### src/rtl/small_fifo_drain_arb.sv
`default_nettype none
// ============================================================================
// Module   : small_fifo_drain_arb
// Purpose  : Round-robin drain scheduler for NUM_CH small flip-flop FIFOs
//            sharing one downstream byte stream. Issues single-cycle read
//            pulses, captures the word returned one cycle later and presents
//            it, tagged with its channel, on a valid/ready output. Up to
//            BURST_LEN words are drained per grant before rotating.
// Ports    : clk             - clock, rising edge
//            rst_n           - asynchronous active-low reset
//            enable          - block enable, low aborts activity
//            ch_mask         - per-channel grant enable
//            fifo_empty      - per-FIFO empty flags
//            fifo_read       - one-hot read pulse to the FIFOs
//            fifo_data       - FIFO outputs, channel k at [k*DATA_WIDTH +: DATA_WIDTH]
//            fifo_data_valid - per-FIFO data valid, one cycle after a read
//            out_data        - captured word
//            out_channel     - source channel of out_data
//            out_valid       - out_data/out_channel valid
//            out_ready       - downstream accept
//            rd_err          - pulse: expected data valid did not arrive
//            busy            - scheduler not idle in arbitration
// Revision : 1.0 - initial release
// ============================================================================
module small_fifo_drain_arb #(
    parameter int NUM_CH     = 4,
    parameter int DATA_WIDTH = 8,
    parameter int CH_W       = 2,
    parameter int BURST_LEN  = 4
) (
    input  logic                         clk,
    input  logic                         rst_n,
    input  logic                         enable,
    input  logic [NUM_CH-1:0]            ch_mask,
    input  logic [NUM_CH-1:0]            fifo_empty,
    output logic [NUM_CH-1:0]            fifo_read,
    input  logic [NUM_CH*DATA_WIDTH-1:0] fifo_data,
    input  logic [NUM_CH-1:0]            fifo_data_valid,
    output logic [DATA_WIDTH-1:0]        out_data,
    output logic [CH_W-1:0]              out_channel,
    output logic                         out_valid,
    input  logic                         out_ready,
    output logic                         rd_err,
    output logic                         busy
);

    // Counter must be able to hold BURST_LEN itself on the final acceptance.
    localparam int c_CNT_W = $clog2(BURST_LEN + 1);

    localparam logic [1:0] c_ARB  = 2'd0;
    localparam logic [1:0] c_READ = 2'd1;
    localparam logic [1:0] c_WAIT = 2'd2;
    localparam logic [1:0] c_HOLD = 2'd3;

    logic [1:0]            r_state,     w_state_nx;
    logic [CH_W-1:0]       r_rr_ptr,    w_rr_nx;
    logic [c_CNT_W-1:0]    r_burst_cnt, w_cnt_nx;
    logic [CH_W-1:0]       r_cur_ch,    w_cur_nx;
    logic [NUM_CH-1:0]     r_fifo_read, w_read_nx;
    logic [DATA_WIDTH-1:0] r_out_data,  w_data_nx;
    logic [CH_W-1:0]       r_out_chan,  w_chan_nx;
    logic                  r_out_valid, w_valid_nx;

    logic [NUM_CH-1:0]     w_cand;
    logic                  w_lo_v, w_hi_v, w_any;
    logic [CH_W-1:0]       w_lo_ch, w_hi_ch, w_grant_ch;
    logic [NUM_CH-1:0]     w_grant_oh, w_cur_oh;
    logic [DATA_WIDTH-1:0] w_cur_data;
    logic                  w_cur_dv, w_cur_empty, w_cur_mask;
    logic [CH_W-1:0]       w_next_ch;
    logic                  w_more;

    assign w_cand = ~fifo_empty & ch_mask;

    // Round-robin search: scanning downward leaves the lowest candidate at or
    // above rr_ptr in w_hi_ch, and the lowest candidate overall (the wrapped
    // choice) in w_lo_ch.
    always_comb begin : p_search
        w_lo_v  = 1'b0;
        w_hi_v  = 1'b0;
        w_lo_ch = '0;
        w_hi_ch = '0;
        for (int j = NUM_CH - 1; j >= 0; j--) begin
            if (w_cand[j]) begin
                w_lo_v  = 1'b1;
                w_lo_ch = CH_W'(j);
                if (j >= int'(r_rr_ptr)) begin
                    w_hi_v  = 1'b1;
                    w_hi_ch = CH_W'(j);
                end
            end
        end
        w_any      = w_lo_v;
        w_grant_ch = w_hi_v ? w_hi_ch : w_lo_ch;
    end

    // Decode of the granted and current channel, and per-channel selection.
    always_comb begin : p_select
        w_grant_oh  = '0;
        w_cur_oh    = '0;
        w_cur_data  = '0;
        w_cur_dv    = 1'b0;
        w_cur_empty = 1'b1;
        w_cur_mask  = 1'b0;
        for (int j = 0; j < NUM_CH; j++) begin
            w_grant_oh[j] = (CH_W'(j) == w_grant_ch);
            w_cur_oh[j]   = (CH_W'(j) == r_cur_ch);
            if (CH_W'(j) == r_cur_ch) begin
                w_cur_data  = fifo_data[j*DATA_WIDTH +: DATA_WIDTH];
                w_cur_dv    = fifo_data_valid[j];
                w_cur_empty = fifo_empty[j];
                w_cur_mask  = ch_mask[j];
            end
        end
    end

    // Pointer wraps at NUM_CH-1, not at the natural width of CH_W.
    assign w_next_ch = (int'(r_cur_ch) == NUM_CH - 1) ? '0 : r_cur_ch + CH_W'(1);

    // Stay on the current channel only while burst budget remains and the
    // channel is still both non-empty and masked in.
    assign w_more = ((int'(r_burst_cnt) + 1) < BURST_LEN) && !w_cur_empty && w_cur_mask;

    always_comb begin : p_next
        w_state_nx = r_state;
        w_rr_nx    = r_rr_ptr;
        w_cnt_nx   = r_burst_cnt;
        w_cur_nx   = r_cur_ch;
        w_read_nx  = '0;
        w_data_nx  = r_out_data;
        w_chan_nx  = r_out_chan;
        w_valid_nx = r_out_valid;
        if (!enable) begin
            // Abort: any held word is dropped; rr_ptr and out_data persist.
            w_state_nx = c_ARB;
            w_valid_nx = 1'b0;
            w_cnt_nx   = '0;
        end else begin
            case (r_state)
                c_ARB: begin
                    if (w_any) begin
                        w_cur_nx   = w_grant_ch;
                        w_cnt_nx   = '0;
                        w_read_nx  = w_grant_oh;
                        w_state_nx = c_READ;
                    end
                end
                c_READ: begin
                    w_state_nx = c_WAIT;
                end
                c_WAIT: begin
                    if (w_cur_dv) begin
                        w_data_nx  = w_cur_data;
                        w_chan_nx  = r_cur_ch;
                        w_valid_nx = 1'b1;
                        w_state_nx = c_HOLD;
                    end else begin
                        w_rr_nx    = w_next_ch;
                        w_state_nx = c_ARB;
                    end
                end
                c_HOLD: begin
                    if (r_out_valid && out_ready) begin
                        w_valid_nx = 1'b0;
                        w_cnt_nx   = r_burst_cnt + c_CNT_W'(1);
                        if (w_more) begin
                            w_read_nx  = w_cur_oh;
                            w_state_nx = c_READ;
                        end else begin
                            w_rr_nx    = w_next_ch;
                            w_state_nx = c_ARB;
                        end
                    end
                end
                default: begin
                    w_state_nx = c_ARB;
                end
            endcase
        end
    end

    always_ff @(posedge clk or negedge rst_n) begin : p_regs
        if (!rst_n) begin
            r_state     <= c_ARB;
            r_rr_ptr    <= '0;
            r_burst_cnt <= '0;
            r_cur_ch    <= '0;
            r_fifo_read <= '0;
            r_out_data  <= '0;
            r_out_chan  <= '0;
            r_out_valid <= 1'b0;
        end else begin
            r_state     <= w_state_nx;
            r_rr_ptr    <= w_rr_nx;
            r_burst_cnt <= w_cnt_nx;
            r_cur_ch    <= w_cur_nx;
            r_fifo_read <= w_read_nx;
            r_out_data  <= w_data_nx;
            r_out_chan  <= w_chan_nx;
            r_out_valid <= w_valid_nx;
        end
    end

    assign fifo_read   = r_fifo_read;
    assign out_data    = r_out_data;
    assign out_channel = r_out_chan;
    assign out_valid   = r_out_valid;
    // Flagged during WAIT itself so it can never be seen in HOLD or ARB.
    assign rd_err      = (r_state == c_WAIT) && enable && !w_cur_dv;
    assign busy        = (r_state != c_ARB);

endmodule
`default_nettype wire

### config.mk
export PLATFORM = sky130hd
export DESIGN_NAME = small_fifo_drain_arb
export DESIGN_NICKNAME = d
export VERILOG_FILES = /design/src/rtl/small_fifo_drain_arb.sv
export SDC_FILE = /design/constraint.sdc
export NUM_CORES = 1
export LEC_CHECK = 0
export CAP_MARGIN = 20
export CORE_ASPECT_RATIO = 0.9
export CORE_UTILIZATION = 44
export CTS_CLUSTER_SIZE = 14
export DETAILED_ROUTE_END_ITERATION = 16
export PLACE_DENSITY = 0.85
export SETUP_SLACK_MARGIN = 0.4
export SYNTH_ARGS = -nofsm -noshare
export SYNTH_HDL_FRONTEND = slang
export SYNTH_SLANG_ARGS = --single-unit
### constraint.sdc
create_clock -name clk -period 2.75 [get_ports clk]
set_input_delay 0.6875 -clock clk [delete_from_list [all_inputs] [get_ports clk]]
set_output_delay 0.6875 -clock clk [all_outputs]
set_load 0.005 [all_outputs]
# Word level (Yosys, flattened, before mapping)
# Index checks and enable logic that the tools add are counted.
[op_classes] n_eq_ne=18 magnitude_cmp=4 mux=61 bitwise_logic=2 n_reduce_logical=18 addsub=3
[ops] op="2-bit two-way mux" n=19
[ops] op="8-bit two-way mux" n=4
[ops] op="1-bit two-way mux" n=26
[ops] op="4-bit two-way mux" n=4
[ops] op="3-bit AND reduction" n=4
[ops] op="3-bit two-way mux" n=3
[ops] op="3-bit != test, second input constant" n=3
[ops] op="2-bit equality test, first input constant" n=4
[ops] op="2-bit case mux with 4 select lines" n=1
[ops] op="4-bit case mux with 2 select lines" n=1
[ops] op="2-bit logical NOT" n=3
[ops] op="2-bit != test, second input constant" n=3
[ops] op="3-bit by 1-bit != test with 1-bit output, second input constant" n=2
[ops] op="3-bit case mux with 2 select lines" n=1
[ops] op="1-bit logical AND" n=5
[ops] op="5-bit AND reduction" n=1
[ops] op="3-bit by 1-bit adder with 4-bit output, second input constant" n=1
[ops] op="4-bit AND" n=1
[ops] op="1-bit by 2-bit equality test with 1-bit output, first input constant" n=2
[ops] op="2-bit by 1-bit equality test with 1-bit output, second input constant" n=2
[ops] op="2-bit equality test, second input constant" n=2
[ops] op="1-bit by 2-bit >= comparator with 1-bit output, first input constant" n=2
[ops] op="4-bit by 3-bit < comparator with 1-bit output, second input constant" n=1
[ops] op="4-bit NOT" n=1
[ops] op="8 further kinds" n=10
[totals] word_cells=114 register_bits=24 out_inout_bits=17 in_bits=48

# Depth between registers and ports, before layout
# Gate-level depths: netlist of run 1.
[logic_depth] ltp_word=14 depth_mapped=10 ltp_nobuf=7

# Worst setup path after synthesis of run 1
# Ideal clock, no wire load.
[synth_timing] path_kind="input port to output port" start="input port fifo_data_valid[1]" end="output port rd_err" t_required_ns=2.062 n_path_buf=0 path_slack_ns=0.825 cell_stages=3 t_arrival_ns=1.237 path_cell_list="a211oi_1 > a211oi_2 > nor2_1"
[synth_between] elab_chain_cells=5
[synth_lines] item="start, declared" line_no="38" text="input logic [NUM_CH-1:0] fifo_data_valid,"
[synth_lines] item="1-bit two-way mux (3 in series)" line_no="108" text="if (CH_W'(j) == r_cur_ch) begin"
[synth_lines] item="1-bit logical NOT" line_no="209" text="assign rd_err = (r_state == c_WAIT) && enable && !w_cur_dv;"
[synth_lines] item="1-bit logical AND" line_no="209"
[synth_lines] item="end, declared" line_no="43" text="output logic rd_err,"
# Every way passes these cells.

# Final worst setup path of run 1
[layout_timing] start="register r_cur_ch[1]" end="output port rd_err"
[layout_between] elab_chain_cells=7 elab_cells_between_ends=10 classes_between="3 x eq/ne; 4 x mux; 3 x reduce/logical"
[layout_lines] item="start, declared" line_no="58" text="logic [CH_W-1:0] r_cur_ch, w_cur_nx;"
[layout_lines] item="start signal, assigned" line_no="196" text="r_cur_ch <= w_cur_nx;"
[layout_lines] item="2-bit logical NOT" line_no="108"
[layout_lines] item="1-bit two-way mux (3 in series)" line_no="108"
[layout_lines] item="1-bit two-way mux (*)" line_no="108"
[layout_lines] item="1-bit logical NOT (*)" line_no="209"
[layout_lines] item="1-bit logical AND (*)" line_no="209"
# Mark *: on every way between the ends. The rest lies on a longest branch, timed or not.

==> summary.md, run 1 <==
| Metric | Value |
|---|---|
| Unique cell type count in the Yosys netlist | 40 |
| Violated checks | DRC |
| Global routing usage on met2 | 0.3904 |
| CTS tree | built |
| Num rows | 21 |
| Clk root buf | clkbuf_8 |
| NumNets Final | roughly 340 |
| CP max stage cell | dfrtp_2 |
| Vias in the first global route | 1536 |
| Post-DRT Antenna Nets | 0 |
| CTS clock-pin slew for the worst setup and hold paths | approximately 90 ps |
| Int Pwr | 1.313 mW |
| Post-Synth XOR/XNOR Area | 0 |
| PwrDens | 809.1 nW/µm² |
| Worst hold start | out_channel[0] |
| Met3 Usage GRT | 0.01667 |
| Cts bufs inserted | 3 |
| RSZ-0062 raised after global routing | yes |
| Comb pwr share | 0.621 |
| Leakage power | 1.154 nW |
| Avg WL per Cell | roughly 15 µm |
| Final Max Slew Viols | 0 |
| Worst path max stage delay | 470 ps |
| Post-Synth Adder-Cell Area | 0.06584 |
| Syn Inst Count | just over 200 |
| DP Area | approximately 2400 µm² |
| I/O pin cnt | 65 |
| Maximum level of the CTS H-tree | 1 |
| Worst-margin pin slew | 395.9 ps |
| F_max | around 420 MHz |
| Die Wd | around 68 µm |
| Vias | between 1.5k and 2k |
| R2R Path End | r_rr_ptr[1] |
| Cell depth of the worst min-delay path | 1 |
| Reg power frac | 0.268 |
| Syn Std Cell Area | approximately 1700 µm² |
| Clk Latency, worst-skew pair | about 260 ps |
| GR peak layer | met2 |
| Clk_skew | ~5.3 ps |
| Clock tree buffer depth | 2 |
| Largest net degree at the start of global routing | 25 |
| Synth Register Bits | 24 |
| Crit Path Max Fanout | 4 |
| CP startpoint | r_cur_ch[1] |
| DIE HEIGHT | 61.15 µm |
| Met1 GRT Util | 0.3206 |
| Critical path required time | slightly above 2000 ps |
| Total core area | around 3700 µm² |
| DRC violations left | 1 |
| Largest family of logic cells by synthesized area | compound AO/OA/AOI/OAI gates |
| Max cap viols | 0 |
| Hold crit path type | reg -> reg |
| Finished Cell Area | about 2700 µm² |
| Switching Share | 0.3941 |
| Critical R2R Launch | r_cur_ch[1] |
| Psw | about 0.85 mW |
| Final Critical Period | roughly 2400 ps |
| Register area share after synthesis | 0.3511 |
| Multiplexer share of the synthesized area | 0.03950 |
| DRT Wirelength | 4966 µm |
| Reg2Reg Depth | 9 |
| Fin crit share | 0.8579 |
| Post-synth ARST share | 1.000 |
| Synth Area in Compound Gates | 0.2648 |
| Worst hold path endpoint | out_channel[0] |
| CP Capture Type | output port |
| Initial DRC count | 82 |
| Final Hold Vio Count | 0 |
| GRT overflow | 0 |
| Synth Area per Inst | 8.467 µm² |
| Share of layout cells above drive strength 1 | 0.1943 |
| Crit Path Category | reg -> out |
| Reg2reg setup slack | between 400 and 500 ps |
| Worst setup SP type | flop |
| Ys Warns | 0 |
| CP Data Arrival Time | about 1700 ps |
| Initial antenna violation count | 0 |
| RePlAce Congestion | approximately 0.84 |
| Clock sinks | 24 |
| WHS | 524.4 ps |
| Vias/cell | approximately 5.4 |
| Drt pass-1 iters | 11 |
| HPWL after DPL | between 3000 and 4000 µm |
| Antenna Cells | 0 |
| Mapped Nets | approximately 260 |
| Number of synthesized flops with an enable pin | 0 |
| Max transition margin | 0.7337 |
| Syn-to-layout area delta | 56.55% |
| Worst vdd ir | 0.4717 mV |
| Gr usage total | 0.2270 |
| I/O Buffers | 64 |
| Synth Area in Simple Gates | 0.1975 |
| Top_reg_cell synth | dfrtp_1 |
| Starting Density | 0.4584 |
| Clock share of power | 0.111 |
| CP cell instances | buf_6 -> ha_4 -> nor3b_4 -> a211oi_4 -> nor2_2 -> buf_2 |
| Global-route wire length before repair | ~7000 µm |
| Final Setup Violations | 0 |
| Die area | roughly 4100 µm² |
| Layout fillers | 272 |
| Outcome | complete, but fails checks |
-- power by group through the flow --
stage	registers (mW)	logic (mW)	clock network (mW)
floorplan	0.562	0.651	0
global placement	0.565	1.05	0
detailed placement	0.573	1.09	0
CTS	0.577	1.21	0.243
global route	0.597	1.46	0.264
finish	0.580	1.35	0.240
-- stage by stage --
step / total power, mW / utilization / instances / setup slack, ps / setup TNS [ps]
2_1_floorplan: 1.213 / - / 202 / 825.2 / 0
3_3_place_gp: 1.616 / 0.6476 / 313 / -176.8 / -176.8
3_5_place_dp: 1.662 / 0.6476 / 313 / -154.1 / -154.1
4_1_cts: 2.034 / 0.6878 / 322 / 421.8 / 0
5_1_grt: 2.321 / 0.7176 / 329 / 342.8 / 0
6_report: 2.166 / 0.7176 / 329 / 390.8 / 0
-- what timing repair did --
action	CTS	global route
hold buffers	0	0
hold endpoints to repair	0	0
resized for setup	25	11
pin swaps	4	6
buffers inserted	5	7
endpoints found under the setup margin	2	6
-- cell usage after synthesis, types with 2 or more instances --
cell type  number  area (µm²)
a211oi_1        2       15.01
a211oi_2        2       25.02
a21boi_0        2       15.01
a21oi_1        30       150.1
a22oi_1         8       60.06
and2_1          2       12.51
buf_2           2       10.01
buf_6           2       22.52
clkbuf_1        3       11.26
dfrtp_1        24       600.6
ha_1            9       112.6
inv_1          17       63.81
mux2_2          6       67.56
nand2_1        23       86.33
nand2b_1        4       25.02
nand3_1         2       10.01
nand4_1         2       12.51
nor2_1         14       52.55
nor2b_1         7       43.79
nor3b_1         2       15.01
o21ai_0        13       65.06
o221ai_1        2       17.52
o22ai_1         4       25.02
o311ai_0        3       26.28
o31ai_1         2       15.01
-- worst max path at each step --
| stage | end | slack (ps) | cells past startpoint |
|---|---|---|---|
| after detailed placement | rd_err | -150 | 5 |
| after global routing | rd_err | 340 | 6 |
| after global placement | rd_err | -180 | 5 |
| final | rd_err | 390 | 6 |
| after floorplan | rd_err | 830 | 3 |
| after CTS | rd_err | 420 | 6 |
-- cells in the final DEF (no fill, tap or decap), types with 2 or more instances in the layout --
| cell type | instances |
|---|---|
| inv_1 | 15 |
| o221ai_1 | 2 |
| dfrtp_1 | 21 |
| nor2b_2 | 2 |
| clkdlybuf4s50_1 | 59 |
| o21ai_0 | 13 |
| nand3_1 | 2 |
| nand4_1 | 2 |
| dlygate4sd2_1 | 4 |
| mux2_2 | 5 |
| ha_1 | 5 |
| nand2b_1 | 4 |
| nor2b_1 | 5 |
| and2_1 | 2 |
| o31ai_1 | 2 |
| a21oi_1 | 30 |
| clkbuf_8 | 4 |
| buf_4 | 21 |
| ha_4 | 4 |
| o311ai_0 | 3 |
| dfrtp_2 | 3 |
| nor2_2 | 2 |
| nand2_1 | 23 |
| a211oi_4 | 3 |
| a22oi_1 | 8 |
| nor2_1 | 13 |
| o22ai_1 | 4 |
| a21boi_0 | 2 |
-- layout make-up --
cell class | count | area, µm² | share of cell area
flip-flops and latches | 24 | 604.3 | 0.2257
well taps | 46 | 57.56 | 0.02150
inverters | 17 | 66.31 | 0.02477
multi-input cells | 151 | 1080 | 0.4033
clock buffers | 4 | 55.05 | 0.02056
repair buffers | 87 | 814.5 | 0.3042
-- state kept, by name (all words and copies together), names as in the netlist --
signal,count
out_data,8
r_cur_ch,2
r_rr_ptr,2
r_burst_cnt,3
fifo_read,4
out_valid,1
out_channel,2
r_state,2
-- worst max-delay path, delay by kind of cell, from the launching register on --
| family | cells | cell delay, ps |
|---|---|---|
| flops | 1 | 470 |
| buf+inv | 2 | 270 |
| simple gates | 2 | 250 |
| compound gates | 1 | 250 |
| fa+ha+maj | 1 | 170 |
-- cell families after synthesis --
kind of cell / after synthesis
adder cells (fa/ha/maj): 9
AND/OR/NAND/NOR: 64
flip-flops: 24
multiplexers: 6
AO/OA/AOI/OAI: 72
buffers and inverters: 27
-- per-layer routing --
layer	vias to the layer above	part of all wire
met5	-	0
met4	0	0.0026
met3	2	0.030
met2	42	0.51
met1	852	0.46
li1	873	-
No activity file was read; power rests on OpenSTA's default activity.
==> inputs of run 2 (changes only) <==
--- a/config.mk
+++ b/config.mk
@@ -6,10 +6,11 @@
 export NUM_CORES = 1
 export LEC_CHECK = 0
 export CAP_MARGIN = 20
-export CORE_ASPECT_RATIO = 0.9
+export CORE_ASPECT_RATIO = 1.75
 export CORE_UTILIZATION = 44
 export CTS_CLUSTER_SIZE = 14
 export DETAILED_ROUTE_END_ITERATION = 16
+export GPL_TIMING_DRIVEN = 0
 export PLACE_DENSITY = 0.85
 export SETUP_SLACK_MARGIN = 0.4
 export SYNTH_ARGS = -nofsm -noshare
==> run 2 against run 1 <==
The flow now finishes without violations. Sequential share of layout area increased by 0.14 points. Clock power up 28%. Highest routed layer unchanged. Sequential cell count is the same. Combinational power is essentially flat. Critical endpoint unchanged.
==> summary.md, run 2 (synthesis results as in run 1) <==
| Metric | Value |
|---|---|
| Metal1 wirelength | ~1900 µm |
| Outcome | finished clean |
| Final Hold Vio Count | 0 |
| Worst-margin pin slew | ~500 ps |
| Worst setup SP type | flop |
| Clk Latency, worst-skew pair | approximately 270 ps |
| Largest net degree at the start of global routing | 25 |
| Worst Setup Slack, final | 349.9 ps |
| Vias/cell | 5.498 |
| Cell depth of the worst min-delay path | 1 |
| Critical path required time | 2060 ps |
| Max cap viols | 0 |
| Num rows | 29 |
| Post-DRT Antenna Nets | 0 |
| Final Setup Violations | 0 |
| Clk root buf | clkbuf_8 |
| Worst vdd ir | between 0.6 and 0.7 mV |
| Crit Path Max Fanout | 5 |
| Fin crit share | 0.8728 |
| CP Data Arrival Time | 1710 ps |
| Max FFs per register | 8 |
| Total core area | approximately 3700 µm² |
| Global-route wire length before repair | ~8300 µm |
| Leakage power | around 1.1 nW |
| DIE HEIGHT | ~84 µm |
| Clk_skew | around 5.4 ps |
| Syn-to-layout area delta | 55.23% |
| Share of layout cells above drive strength 1 | 0.1792 |
| RePlAce Congestion | ~0.85 |
| CP Capture Type | output port |
| Finished Cell Area | 2655 µm² |
| Cts bufs inserted | 3 |
| Initial DRC count | between 40 and 50 |
| GRT overflow | 0 |
| Vias in the first global route | 1894 |
| Avg WL per Cell | ~16 µm |
| PwrDens | 835.2 nW/µm² |
| Finished Core Util | 0.7245 |
| DRT Wirelength | about 5300 µm |
| Antenna Cells | 0 |
| Hold crit path type | reg -> reg |
| Final Max Slew Viols | 0 |
| DRC violations left | 0 |
| I/O Buffers | 64 |
| Vias | about 1.8k |
| Die Wd | 49.13 µm |
| I/O pin cnt | 65 |
| Final Critical Period | between 2000 and 2500 ps |
| Clock sinks | 24 |
| Starting Density | 0.4667 |
| RSZ-0062 raised after global routing | yes |
| Maximum level of the CTS H-tree | 1 |
| CTS tree | built |
| WL met2 | around 3000 µm |
| Met3 WL post-DR | 262 µm |
| Gr usage total | 0.2572 |
| Reg2reg setup slack | around 480 ps |
| Highest routed layer | met4 |
| CTS clock-pin slew for the worst setup and hold paths | about 90 ps |
| DP Area | about 2400 µm² |
| Most common cell after layout, fill and taps aside | clkdlybuf4s50_1 |
| Drt pass-1 iters | 4 |
| Crit Path Category | reg -> out |
| Worst Setup Slack post-DPL | -269.4 ps |
| NumNets Final | approximately 340 |
| F_max | about 420 MHz |
| Clock tree buffer depth | 2 |
| Final Power | approximately 2.2 mW |
| Max transition margin | 0.6694 |
| Reg2Reg Depth | 9 |
| HPWL after DPL | between 3000 and 4000 µm |
| Final TNS setup | 0 ps |
| Initial antenna violation count | 0 |
| Most frequent cells in the layout | clkdlybuf4s50_1, a21oi_1, nand2_1 |
| Die area | between 4000 and 5000 µm² |
## run 2: cell count changes in the layout (fill, tap and decap cells not counted), moves of 2 or more
| cell | change |
|---|---|
| inv_1 | -2 |
| buf_4 | -13 |
| inv_2 | +3 |
| clkbuf_1 | +2 |
| ha_2 | +2 |
| buf_2 | +2 |
## run 2: final cells by class
| cell class | count | area [µm²] |
|---|---|---|
| Buffer | 10 | 91.34 |
| Inverter | 17 | 63.81 |
| Multi-Input combinational cell | 151 | 1062 |
| Fill cell | 287 | 1010 |
| Tap cell | 46 | 57.56 |
| Clock inverter | 1 | 30.03 |
| Clock buffer | 3 | 41.29 |
| Timing Repair Buffer | 73 | 705.7 |
| Sequential cell | 24 | 603.1 |
## run 2: final timing paths
kind	from	to
setup / recovery	r_cur_ch[0]	rd_err
hold / removal	out_channel[1]	out_channel[1]
setup reg to reg	r_cur_ch[1]	r_rr_ptr[1]
hold reg to reg	out_channel[1]	out_channel[1]
max in group asynchronous	rst_n	r_state[1]
min in group asynchronous	rst_n	r_state[0]
## run 2: layer usage
metal / up-vias / global-route usage
met1: 828 / 0.2512
li1: 865 / -
met5: - / 0
met4: 0 / 0.1123
met3: 16 / 0.02899
met2: 78 / 0.5131
## run 2: critical path, stage by stage (launching register included)
cell      delay [ps]
dfrtp_2          480
ha_4             200
buf_6            110
nand3b_4         150
a211oi_4         290
nor2_2            80
buf_2            130
## run 2: through the flow
| stage | hold WS, ps | instances |
|---|---|---|
| after floorplan | 391.9 | 202 |
| after global placement | 497.0 | 312 |
| after detailed placement | 498.3 | 312 |
| after CTS | 519.1 | 322 |
| after global routing | 547.6 | 325 |
| final | 515.1 | 325 |
## run 2: what timing repair did
action / 4_1_cts / 5_1_grt
pin swaps: 4 / 2
buffers inserted: 6 / 2
resized for setup: 27 / 8
setup endpoints to repair: 1 / 6
hold buffers: 0 / 0
## run 2: power breakdown
group	total [mW]	switching (mW)	internal, mW
Sequential	0.575	0.103	0.472
Combinational	1.34	0.661	0.675
Clock	0.307	0.112	0.194
Total	2.22	0.876	1.34
==> inputs of run 3 (changes only) <==
==> constraint.sdc (replaced) <==
create_clock -name clk -period 2.3 [get_ports clk]
set_input_delay 0.575 -clock clk [delete_from_list [all_inputs] [get_ports clk]]
set_output_delay 0.575 -clock clk [all_outputs]
set_load 0.005 [all_outputs]
==> run 3 against run 2 <==
Via count up 13%. Largest power group unchanged. Critical path type unchanged. Cell area up 13%. Critical path depth did not move. Non-clock buffer count is 16 higher. Total power increased by 36%. Setup slack worse by 320 ps. Highest routed layer unchanged. Sequential share of layout area down 2.6 points. First-iteration DRC count grew to 2.5 times the previous value. Global-route usage grew 5.0 points. Core utilization is 9.6 points higher. Die area did not move.
==> summary.md, run 3 (synthesis results as in run 1) <==
| Metric | Value |
|---|---|
| Outcome | finished clean |
| Crit Path Max Fanout | 5 |
| Highest routed layer | met4 |
| Final Hold Vio Count | 0 |
| Fin cells | approximately 340 |
| NumNets Final | around 350 |
| Largest net degree at the start of global routing | 25 |
| Final Critical Period | ~2300 ps |
| CTS clock-pin slew for the worst setup and hold paths | 90 ps |
| Drt pass-1 iters | 4 |
| Clock sinks | 24 |
| Antenna Cells | 0 |
| DRT Wirelength | roughly 6700 µm |
| Cts bufs inserted | 3 |
| GRT overflow | 0 |
| Gr usage total | 0.3074 |
| Global-route wire length before repair | just under 10000 µm |
| Vias/cell | ~5.9 |
| Clk_skew | about 5.6 ps |
| Maximum level of the CTS H-tree | 1 |
| CP startpoint | r_cur_ch[0] |
| HPWL after DPL | approximately 3700 µm |
| Reg2reg setup slack | ~150 ps |
| Vias | approximately 2k |
| Int Pwr | around 1.8 mW |
| Hold crit path type | reg -> reg |
| Clock share of power | 0.123 |
| Vias in the first global route | roughly 2.1k |
| Max transition margin | 0.6632 |
| WHS | between 500 and 600 ps |
| Worst setup SP type | flop |
| Final Max Slew Viols | 0 |
| Inst Count DP | 312 |
| Clk root buf | clkbuf_8 |
| I/O pin cnt | 65 |
| F_max | around 440 MHz |
| Die Wd | 49.13 µm |
| Crit Path Category | reg -> out |
| Max FFs per register | 8 |
| Crit path capture | rd_err |
| R2R Path End | r_rr_ptr[0] |
| Critical R2R Launch | r_cur_ch[0] |
| Worst vdd ir | about 0.86 mV |
| Worst Setup Slack post-DPL | -494.4 ps |
| Final Setup Violations | 0 |
| PwrDens | approximately 1000 nW/µm² |
| CP Capture Type | output port |
| RePlAce Congestion | 0.8520 |
| Worst Setup Slack, final | 27.14 ps |
| DRC violations left | 0 |
| Reg2Reg Depth | 7 |
| Initial antenna violation count | 0 |
| Share of layout cells above drive strength 1 | 0.3017 |
| Total core area | 3665 µm² |
| Final TNS setup | 0 ps |
| Hold Buf Count CTS | 0 |
| CP Data Arrival Time | 1700 ps |
| Metal1 wirelength | 2439 µm |
| Avg WL per Cell | between 15 and 20 µm |
| Psw | between 1 and 1.5 mW |
| Most common cell after layout, fill and taps aside | clkdlybuf4s50_1 |
| Reg power frac | 0.235 |
| Finished Cell Area | 3005 µm² |
| Die area | ~4200 µm² |
| Worst path max stage delay | roughly 480 ps |
| Num rows | 29 |
| Initial DRC count | between 100 and 150 |
| Max cap viols | 0 |
| Syn-to-layout area delta | 75.71% |
| Leakage power | about 1.3 nW |
| RSZ-0062 raised after global routing | yes |
| CTS tree | built |
| WL met2 | approximately 3500 µm |
| Most frequent cells in the layout | clkdlybuf4s50_1, nand2_1, dfrtp_1 |
| Met3 WL post-DR | roughly 420 µm |
| Starting Density | 0.4667 |
| Fin crit share | 0.9882 |
| Clock tree buffer depth | 2 |
| DIE HEIGHT | approximately 84 µm |
| CP max stage cell | dfrtp_2 |
| Worst-margin pin slew | slightly above 500 ps |
| Clk Latency, worst-skew pair | around 270 ps |
| DP Area | 2409 µm² |
| Critical path required time | about 1700 ps |
| CP cell instances | ha_4 -> buf_6 -> nand3b_4 -> a211oi_4 -> nor2_2 -> buf_2 |
| Post-DRT Antenna Nets | 0 |
| I/O Buffers | 64 |
| Comb pwr share | 0.642 |
| Switching Share | 0.4161 |
## run 3: routing by layer
metal,vias up,track usage
li1,899,-
met4,0,0.1524
met2,121,0.5778
met3,33,0.03804
met1,967,0.3229
met5,-,0
## run 3: worst min-delay path by stage
stage                     cells past startpoint  slack, ps      startpoint        endpoint
after floorplan                               0        280           rst_n    fifo_read[0]
after global placement                        1        500  out_channel[0]  out_channel[0]
after detailed placement                      1        500  out_channel[1]  out_channel[1]
after CTS                                     1        520  out_channel[1]  out_channel[1]
after global routing                          1        540  out_channel[0]  out_channel[0]
final                                         1        520  out_channel[0]  out_channel[0]
## run 3: power groups by stage
stage | registers (mW) | clock network [mW] | logic [mW]
detailed placement | 0.689 | 0 | 1.31
global placement | 0.683 | 0 | 1.29
CTS | 0.679 | 0.368 | 1.60
global route | 0.723 | 0.393 | 2.05
finish | 0.711 | 0.371 | 1.94
floorplan | 0.671 | 0 | 0.778
## run 3: layout make-up
class / instances / area [µm²]
Multi-Input combinational cell: 151 / 1199
Tap cell: 46 / 57.56
Timing Repair Buffer: 89 / 918.4
Clock inverter: 1 / 30.03
Inverter: 17 / 66.31
Buffer: 10 / 88.84
Sequential cell: 24 / 604.3
Fill cell: 223 / 659.4
Clock buffer: 3 / 41.29
## run 3: timing repair
| item | CTS | global route |
|---|---|---|
| setup buffers | 13 | 10 |
| cloned | 1 | 0 |
| endpoints found under the setup margin | 25 | 27 |
| pin swaps | 12 | 13 |
| resized for setup | 49 | 34 |
## run 3: worst max-delay path: cells and delay by family (launching register included)
family	cells	cell delay (ps)
DFF	1	480
AOI/OAI and AO/OA	1	270
buffers and inverters	2	240
and+or+nand+nor	2	240
adders and majority gates	1	200
## run 3: stage by stage
stage	util	power, mW
4_1_cts	0.7620	2.649
6_report	0.8201	3.019
3_3_place_gp	0.6572	1.970
5_1_grt	0.8201	3.171
2_1_floorplan	-	1.450
3_5_place_dp	0.6572	1.998
